==> config.mk <==
export PLATFORM = sky130hd
export DESIGN_NAME = decoder_scan_sequencer
export DESIGN_NICKNAME = d
export VERILOG_FILES = /design/src/rtl/decoder_scan_sequencer_pkg.sv /design/src/rtl/decoder_scan_sequencer_scan_next_channel.sv /design/src/rtl/decoder_scan_sequencer.sv
export SDC_FILE = /design/constraint.sdc
export NUM_CORES = 1
export LEC_CHECK = 0
export CELL_PAD_IN_SITES_DETAIL_PLACEMENT = 0
export CELL_PAD_IN_SITES_GLOBAL_PLACEMENT = 1
export CORE_MARGIN = 1.5
export CORE_UTILIZATION = 43
export DETAILED_ROUTE_END_ITERATION = 6
export HOLD_SLACK_MARGIN = 0.08
export PLACE_DENSITY_LB_ADDON = 0.1
export SYNTH_ARGS = -nofsm -noshare
export SYNTH_HDL_FRONTEND = slang
export SYNTH_HIERARCHICAL = 1
export SYNTH_SLANG_ARGS = --single-unit
export TNS_END_PERCENT = 100
==> constraint.sdc <==
create_clock -name clk -period 2.8 [get_ports clk]
set_clock_uncertainty 0.05 [all_clocks]
set_input_delay 0.28 -clock clk [delete_from_list [all_inputs] [get_ports clk]]
set_output_delay 0.28 -clock clk [all_outputs]
set_load 0.01 [all_outputs]
==> src/rtl/decoder_scan_sequencer_pkg.sv <==
// Shared definitions for the decoder scan sequencer.
//   NUM_CH  : number of decoder channels scanned (3-to-8 decoder)
//   SEL_W   : width of the channel select code
//   state_e : sequencer FSM states
package decoder_scan_sequencer_pkg;

  localparam int NUM_CH = 8;
  localparam int SEL_W  = 3;

  typedef enum logic [1:0] {
    IDLE  = 2'd0,
    BLANK = 2'd1,
    DWELL = 2'd2
  } state_e;

endpackage

==> src/rtl/decoder_scan_sequencer_scan_next_channel.sv <==
// Combinational channel search for the scan sequencer.
//   mask_i       : channel enable mask
//   cur_i        : currently presented channel
//   from_start_i : 1 = search from index 0, 0 = search strictly above cur_i
//   next_o       : lowest qualifying enabled channel
//   found_o      : a qualifying channel exists
module scan_next_channel
  import decoder_scan_sequencer_pkg::*;
(
  input  logic [NUM_CH-1:0] mask_i,
  input  logic [SEL_W-1:0]  cur_i,
  input  logic              from_start_i,
  output logic [SEL_W-1:0]  next_o,
  output logic              found_o
);

  // Walk from the top down so the lowest qualifying index is the last write.
  always_comb begin
    next_o  = '0;
    found_o = 1'b0;
    for (int i = NUM_CH - 1; i >= 0; i--) begin
      if (mask_i[i] && (from_start_i || (SEL_W'(i) > cur_i))) begin
        next_o  = SEL_W'(i);
        found_o = 1'b1;
      end
    end
  end

endmodule

==> src/rtl/decoder_scan_sequencer.sv <==
// Scan sequencer feeding a 3-to-8 decoder. Steps through the enabled
// channels of a latched mask; each channel gets BLANK_CYCLES with the
// decoder disabled after the select changes, then DWELL_CYCLES enabled.
//   clk, rst       : clock, asynchronous active-high reset
//   start_i        : begin a frame (honoured only when idle)
//   stop_i         : abort the scan, wins over start
//   continuous_i   : relatch the mask and rescan after each frame
//   ch_mask_i      : channel enable mask, bit n enables channel n
//   sel_o          : channel code to the decoder
//   sel_valid_o    : decoder enable, high only while dwelling
//   frame_done_o   : one-cycle pulse after the last channel's dwell
//   busy_o         : sequencer not idle
module decoder_scan_sequencer
  import decoder_scan_sequencer_pkg::*;
#(
  parameter int DWELL_CYCLES = 4,
  parameter int BLANK_CYCLES = 1,
  parameter int CNT_W        = 8
) (
  input  logic              clk,
  input  logic              rst,
  input  logic              start_i,
  input  logic              stop_i,
  input  logic              continuous_i,
  input  logic [NUM_CH-1:0] ch_mask_i,
  output logic [SEL_W-1:0]  sel_o,
  output logic              sel_valid_o,
  output logic              frame_done_o,
  output logic              busy_o
);

  localparam logic [CNT_W-1:0] DWELL_LAST = CNT_W'(DWELL_CYCLES - 1);
  // Guarded so a zero blanking setting does not produce a negative constant;
  // BLANK is never entered in that case.
  localparam logic [CNT_W-1:0] BLANK_LAST =
    CNT_W'((BLANK_CYCLES > 0) ? BLANK_CYCLES - 1 : 0);

  state_e              state_q, state_d;
  logic [SEL_W-1:0]    sel_q, sel_d;
  logic                sel_valid_q, sel_valid_d;
  logic                frame_done_q, frame_done_d;
  logic                busy_q, busy_d;
  logic [CNT_W-1:0]    cnt_q, cnt_d;
  logic [NUM_CH-1:0]   mask_q, mask_d;

  state_e              first_ph;
  logic [SEL_W-1:0]    adv_next, rst_next;
  logic                adv_found, rst_found;

  // Phase entered whenever a new channel is selected.
  assign first_ph = (BLANK_CYCLES == 0) ? DWELL : BLANK;

  // Next channel within the current frame: above sel in the latched mask.
  scan_next_channel u_adv (
    .mask_i       (mask_q),
    .cur_i        (sel_q),
    .from_start_i (1'b0),
    .next_o       (adv_next),
    .found_o      (adv_found)
  );

  // First channel of a new frame: lowest set bit of the live mask input.
  scan_next_channel u_first (
    .mask_i       (ch_mask_i),
    .cur_i        (sel_q),
    .from_start_i (1'b1),
    .next_o       (rst_next),
    .found_o      (rst_found)
  );

  always_comb begin
    state_d      = state_q;
    sel_d        = sel_q;
    cnt_d        = cnt_q + CNT_W'(1);
    mask_d       = mask_q;
    frame_done_d = 1'b0;

    unique case (state_q)
      IDLE: begin
        cnt_d = '0;
        if (start_i && !stop_i && rst_found) begin
          mask_d  = ch_mask_i;
          sel_d   = rst_next;
          state_d = first_ph;
        end
      end
      BLANK: begin
        if (stop_i) begin
          state_d = IDLE;
          cnt_d   = '0;
        end else if (cnt_q == BLANK_LAST) begin
          state_d = DWELL;
          cnt_d   = '0;
        end
      end
      DWELL: begin
        if (stop_i) begin
          state_d = IDLE;
          cnt_d   = '0;
        end else if (cnt_q == DWELL_LAST) begin
          cnt_d = '0;
          if (adv_found) begin
            sel_d   = adv_next;
            state_d = first_ph;
          end else begin
            // Frame complete. In continuous mode the new frame's first
            // blanking overlaps the frame_done pulse.
            frame_done_d = 1'b1;
            if (continuous_i) begin
              mask_d = ch_mask_i;
            end
            if (continuous_i && rst_found) begin
              sel_d   = rst_next;
              state_d = first_ph;
            end else begin
              state_d = IDLE;
            end
          end
        end
      end
      default: begin
        state_d = IDLE;
        cnt_d   = '0;
      end
    endcase

    sel_valid_d = (state_d == DWELL);
    busy_d      = (state_d != IDLE);
  end

  always_ff @(posedge clk or posedge rst) begin
    if (rst) begin
      state_q      <= IDLE;
      sel_q        <= '0;
      sel_valid_q  <= 1'b0;
      frame_done_q <= 1'b0;
      busy_q       <= 1'b0;
      cnt_q        <= '0;
      mask_q       <= '0;
    end else begin
      state_q      <= state_d;
      sel_q        <= sel_d;
      sel_valid_q  <= sel_valid_d;
      frame_done_q <= frame_done_d;
      busy_q       <= busy_d;
      cnt_q        <= cnt_d;
      mask_q       <= mask_d;
    end
  end

  assign sel_o        = sel_q;
  assign sel_valid_o  = sel_valid_q;
  assign frame_done_o = frame_done_q;
  assign busy_o       = busy_q;

endmodule

======== Yosys cells after proc, flatten, opt, wreduce, memory -nomap -nowiden ========
Cells that the tools add are included.
storage, ports and cells
  bits of input ports ..................... 13
  register bits after elaboration ......... 24
  bits in read-only memories .............. 0
  output and inout port bits .............. 6
  memories kept ........................... 0
  latch bits .............................. 0
  RAM bits ................................ 0
operators by class
  bitwise logic cells ..................... 0
  multiplexer cells ....................... 61
  $lt $le $gt $ge ......................... 8
  reductions and logical operators ........ 18
  equality and inequality tests ........... 10
  shifts and indexed selects .............. 0
  $mul .................................... 0
  div/mod/pow operators ................... 0
  $add $sub $neg .......................... 1
operators with widths
  operator               number
  $mux W8                9
  $mux W3                21
  $pmux W8 S2            2
  $mux W1                22
  $gt A3 B3 Y1 const A   4
  $logic_and A1 B1 Y1    11
  $mux W2                5
  $ne A2 B2 Y1 const B   5
  $add A8 B1 Y8 const B  1
  $eq A8 B2 Y1 const B   1
  $logic_not A8 Y1       1
  $gt A1 B3 Y1 const A   2
  $gt A2 B3 Y1 const A   2
  $pmux W2 S3            1
  $pmux W3 S2            1
  $reduce_and A6 Y1      1
  $reduce_and A5 Y1      1
  $eq A2 B2 Y1 const B   2
  $reduce_bool A2 Y1     2
  $ne A3 B3 Y1 const B   1
  $eq A2 B1 Y1 const B   1
  $logic_not A2 Y1       1
  $logic_not A1 Y1       1

======== Logic depth before layout (Yosys ltp) ========
  depth in word-level cells ............... 15
  depth in mapped cells ................... 10
  gate-level depth less buffers ........... 9

======== Cells and area by module ========
The synthesis kept the hierarchy.
modules (own cells, without submodules)
  module                  cells an instance  area an instance (um^2)  times used
  decoder_scan_sequencer  130                1307.5                   1
  scan_next_channel       37                 236.5                    2

======== Worst setup path after synthesis ========
Ideal clock, no wire load.
  path kind ............................... reg2reg
  start ................................... register cnt_q[2]
  end ..................................... register mask_q[5]
  period minus slack after synthesis ...... 2.390 ns
  path slack .............................. 0.410 ns
  library setup time ...................... 0.123 ns
  required time ........................... 2.627 ns
  arrival ................................. 2.217 ns
  stages on the path, launching flop included .. 6
  path buffers ............................ 1
  cells stage by stage .................... dfrtp_1 or4_4 or4b_4 or3b_1 buf_6 o221a_1
between the ends
  cells in the longest elaborated chain, start to end .. 3
RTL lines
  what                         line                           RTL
  start: declaration           decoder_scan_sequencer.sv:43   logic [CNT_W-1:0] cnt_q, cnt_d;
  start signal: assignment     decoder_scan_sequencer.sv:146  cnt_q <= cnt_d;
  $eq A8 B2 Y1                 decoder_scan_sequencer.sv:100  end else if (cnt_q == DWELL_LAST) begin
  $ne A2 B2 Y1 (no line)       n/a
  $reduce_and A6 Y1 (no line)  n/a
  end signal: assignment       decoder_scan_sequencer.sv:147  mask_q <= mask_d;
  end: declaration             decoder_scan_sequencer.sv:44   logic [NUM_CH-1:0] mask_q, mask_d;
Every way passes these cells.
A chain may end at the register's enable or synchronous reset.

======== Worst setup path in the final report ========
  start ................................... register cnt_q[2]
  end ..................................... register mask_q[7]
The elaborated chain is that of the path after synthesis.

==> results.yml <==
status:
  status: "complete, no violations"
sta:
  fin_crit_sh: 0.909
  rsz0062_at_grt: "false"
  setup_violations: 0
  slew_headroom: 0.373
  period_minus_slack_ps: 2540
  setup_tns_ps: 0
  fin_hold_ws_ps: 465
  hold_violations: 0
  slew_viol_final: 0
  tightestPinTransition_ps: 940
  max_freq_mhz: 393
synth:
  ys_warn_count: 6
  postSynthAreaPerCell_sq_um: 8.73
  synth_area_sq_um: 1780
  ys_async_sr_fraction: 1.00
  yosysSeqAreaShare: 0.337
  yosysUniqueCellTypes: 42
  syn_nets: 223
  synth_ff_type: "dfrtp_1"
  syn_inst: 204
  synth_seq_cells: 24
  synth_edf_count: 0
grt:
  grt_pass1_wl_um: 6960
  grtUsageTotal: 0.205
  grt_pass1_vias: 1445
  gr-total-overflow: 0
  antenna_found_initial: 0
  grt_max_degree: 25
placed_design:
  dp_hpwl_um: 3240
  gp_congestion: 0.778
  io_buffers: 18
  dp.cells: 272
min_path:
  hold_path.class: "input port to async pin"
worst_setup_path:
  arrival_ps: 2650
  endpoint_kind: "flop"
  cp_top_family: "simple AND/OR/NAND/NOR gates"
  critPathBufInv: 0
  reg2reg_slack_ps: 260
  required_ps: 2910
  worstPathMaxFanout: 8
  slowest_stage: "or4_4"
  timing.rr.start: "cnt_q[2]"
  reg2reg_to: "mask_q[7]"
  crit_chain: "or4_4 > or4b_4 > or3b_1 > o221a_1"
  cpPeakStageDelay_ps: 560
  worst_setup_path_start_kind: "flop"
  critical_path_class: "flop to flop"
  rr_worst_depth: 4
cells_and_area:
  area_growth_pct: 17.7
  layout-drive-gt1-share: 0.0973
  num_antenna_cells: 0
  n_fill_cell: 375
  nets: 246
  stdcell_count: 276
clocking:
  numCtsBuffers: 3
  htree_num_levels: 1
  postCtsSetupRepairBufs: 0
  insertion_delay_ps: 270
  cts_root_buffer: "clkbuf_8"
  clkTransAtPathRegs_ps: 100
  cts_sinks: 24
  cts_buffer_depth: 2
  cts_tree: "done"
  post_cts_resized: 0
  ctsHoldBuffers: 0
floorplan:
  floorplan.die_area_sq_um: 4540
  core_sq_um: 4000
  die_w_um: 67.3
  dieHeight_um: 67.3
  initial_core_util: 0.445
  fp-row-count: 23
  pin_count: 19
drt:
  vias: 1597
  wire_per_inst_um: 16.0
  drc_errors: 0
  firstDrtPassIters: 4
  wl_um: 4420
  vias_per_cell: 5.79
  drtAntennaViolNets: 0
  drt_iter0_markers: 140
power_and_ir_drop:
  p_leak_nw: 0.829
  power_density_nw_per_um2: 925
  vdd_drop_max_mv: 0.410
run:
  drv_cap: 0
==> state kept, by name, indices dropped and copies added, names as in the netlist <==
signal / cells
sel_valid_o: 1
busy_o: 1
mask_q: 8
frame_done_o: 1
state_q: 2
cnt_q: 8
sel_o: 3
==> layout by cell type, fill, tap and decap left out, types with 2 or more instances in the layout <==
cell | synthesis | final
a211oi_1 | 2 | 2
a21oi_1 | 7 | 7
a22oi_1 | 2 | 2
and2_1 | 2 | 2
and3_1 | 3 | 3
buf_4 | 0 | 7
clkbuf_8 | 0 | 3
clkdlybuf4s50_1 | 0 | 18
conb_1 | 2 | 2
dfrtp_1 | 24 | 24
ha_1 | 6 | 6
inv_1 | 8 | 8
mux2_2 | 6 | 6
mux2i_1 | 2 | 2
nand2_1 | 20 | 20
nand2b_1 | 7 | 7
nand3_1 | 5 | 5
nand3b_1 | 4 | 4
nand4_1 | 2 | 2
nor2_1 | 21 | 21
nor2b_1 | 11 | 11
nor3_1 | 3 | 3
nor3b_1 | 2 | 2
nor4_1 | 3 | 3
o2111a_1 | 2 | 2
o21ai_0 | 8 | 8
o21ai_1 | 2 | 2
o21bai_1 | 2 | 2
o221a_1 | 8 | 8
o22a_1 | 6 | 6
o22ai_1 | 11 | 11
o31ai_2 | 2 | 2
xor2_1 | 5 | 5
==> kinds of logic after synthesis <==
family                   share of synthesized area
adder cells (fa/ha/maj)                     0.0422
flip-flops                                   0.337
multiplexers                                0.0492
AO/OA/AOI/OAI                                0.231
buffers and inverters                       0.0457
other                                      0.00422
XOR/XNOR                                    0.0295
AND/OR/NAND/NOR                              0.261
==> how the worst max path moves through the flow <==
stage | startpoint | endpoint | slack (ps) | cells after the start
floorplan | cnt_q[2] | mask_q[5] | 410 | 5
global placement | ch_mask_i[5] | mask_q[7] | 320 | 8
detailed placement | ch_mask_i[5] | mask_q[7] | 250 | 8
CTS | cnt_q[2] | mask_q[7] | 260 | 4
global route | cnt_q[2] | mask_q[7] | 200 | 4
finish | cnt_q[2] | mask_q[7] | 260 | 4
==> Yosys cell counts (all sizes together) (5+ instances only) <==
master,number,area (sq um)
a21oi,7,35.0
buf,5,43.8
dfrtp,24,601
ha,6,75.1
inv,8,30.0
mux2,6,67.6
nand2,20,75.1
nand2b,7,43.8
nand3,5,25.0
nor2,21,78.8
nor2b,11,68.8
o21ai,10,50.1
o221a,8,90.1
o22a,6,52.6
o22ai,11,68.8
xor2,5,43.8
==> worst register-to-register path, stage by stage (launching register included) <==
cell and delay [ps]:
dfrtp_1 440, or4_4 560, or4b_4 540, or3b_1 540
o221a_1 310
==> report_power, final <==
group | switching, mW | internal (mW)
clock | 0.121 | 0.191
sequential | 0.122 | 0.450
combinational | 0.544 | 0.511
==> layout make-up <==
cell class	instances	area [sq um]	share of cell area
Multi-Input combinational cell	165	1100	0.524
Sequential cell	24	601	0.287
Timing Repair Buffer	25	233	0.111
Tap cell	50	62.6	0.0299
Clock buffer	3	41.3	0.0197
Clock inverter	1	30.0	0.0143
Inverter	8	30.0	0.0143
==> metrics by stage <==
| step | setup slack [ps] | cell area, sq um | power [mW] | utilization |
|---|---|---|---|---|
| after detailed placement | 247 | 2020 | 1.61 | 0.506 |
| after global placement | 320 | 2020 | 1.59 | 0.506 |
| final | 256 | 2100 | 1.94 | 0.524 |
| after floorplan | 410 | 1780 | 1.28 | - |
| after global routing | 203 | 2100 | 2.07 | 0.524 |
| after CTS | 261 | 2100 | 1.93 | 0.524 |
==> layer usage <==
metal / vias up / routed length [um] / global-route usage
met2: 39 / 2260 / 0.379
met3: 2 / 177 / 0.0250
met5: - / 0 / 0
li1: 791 / - / -
met1: 765 / 1950 / 0.255
met4: 0 / 25 / 0.0408
(Power assumes the default switching activity.)
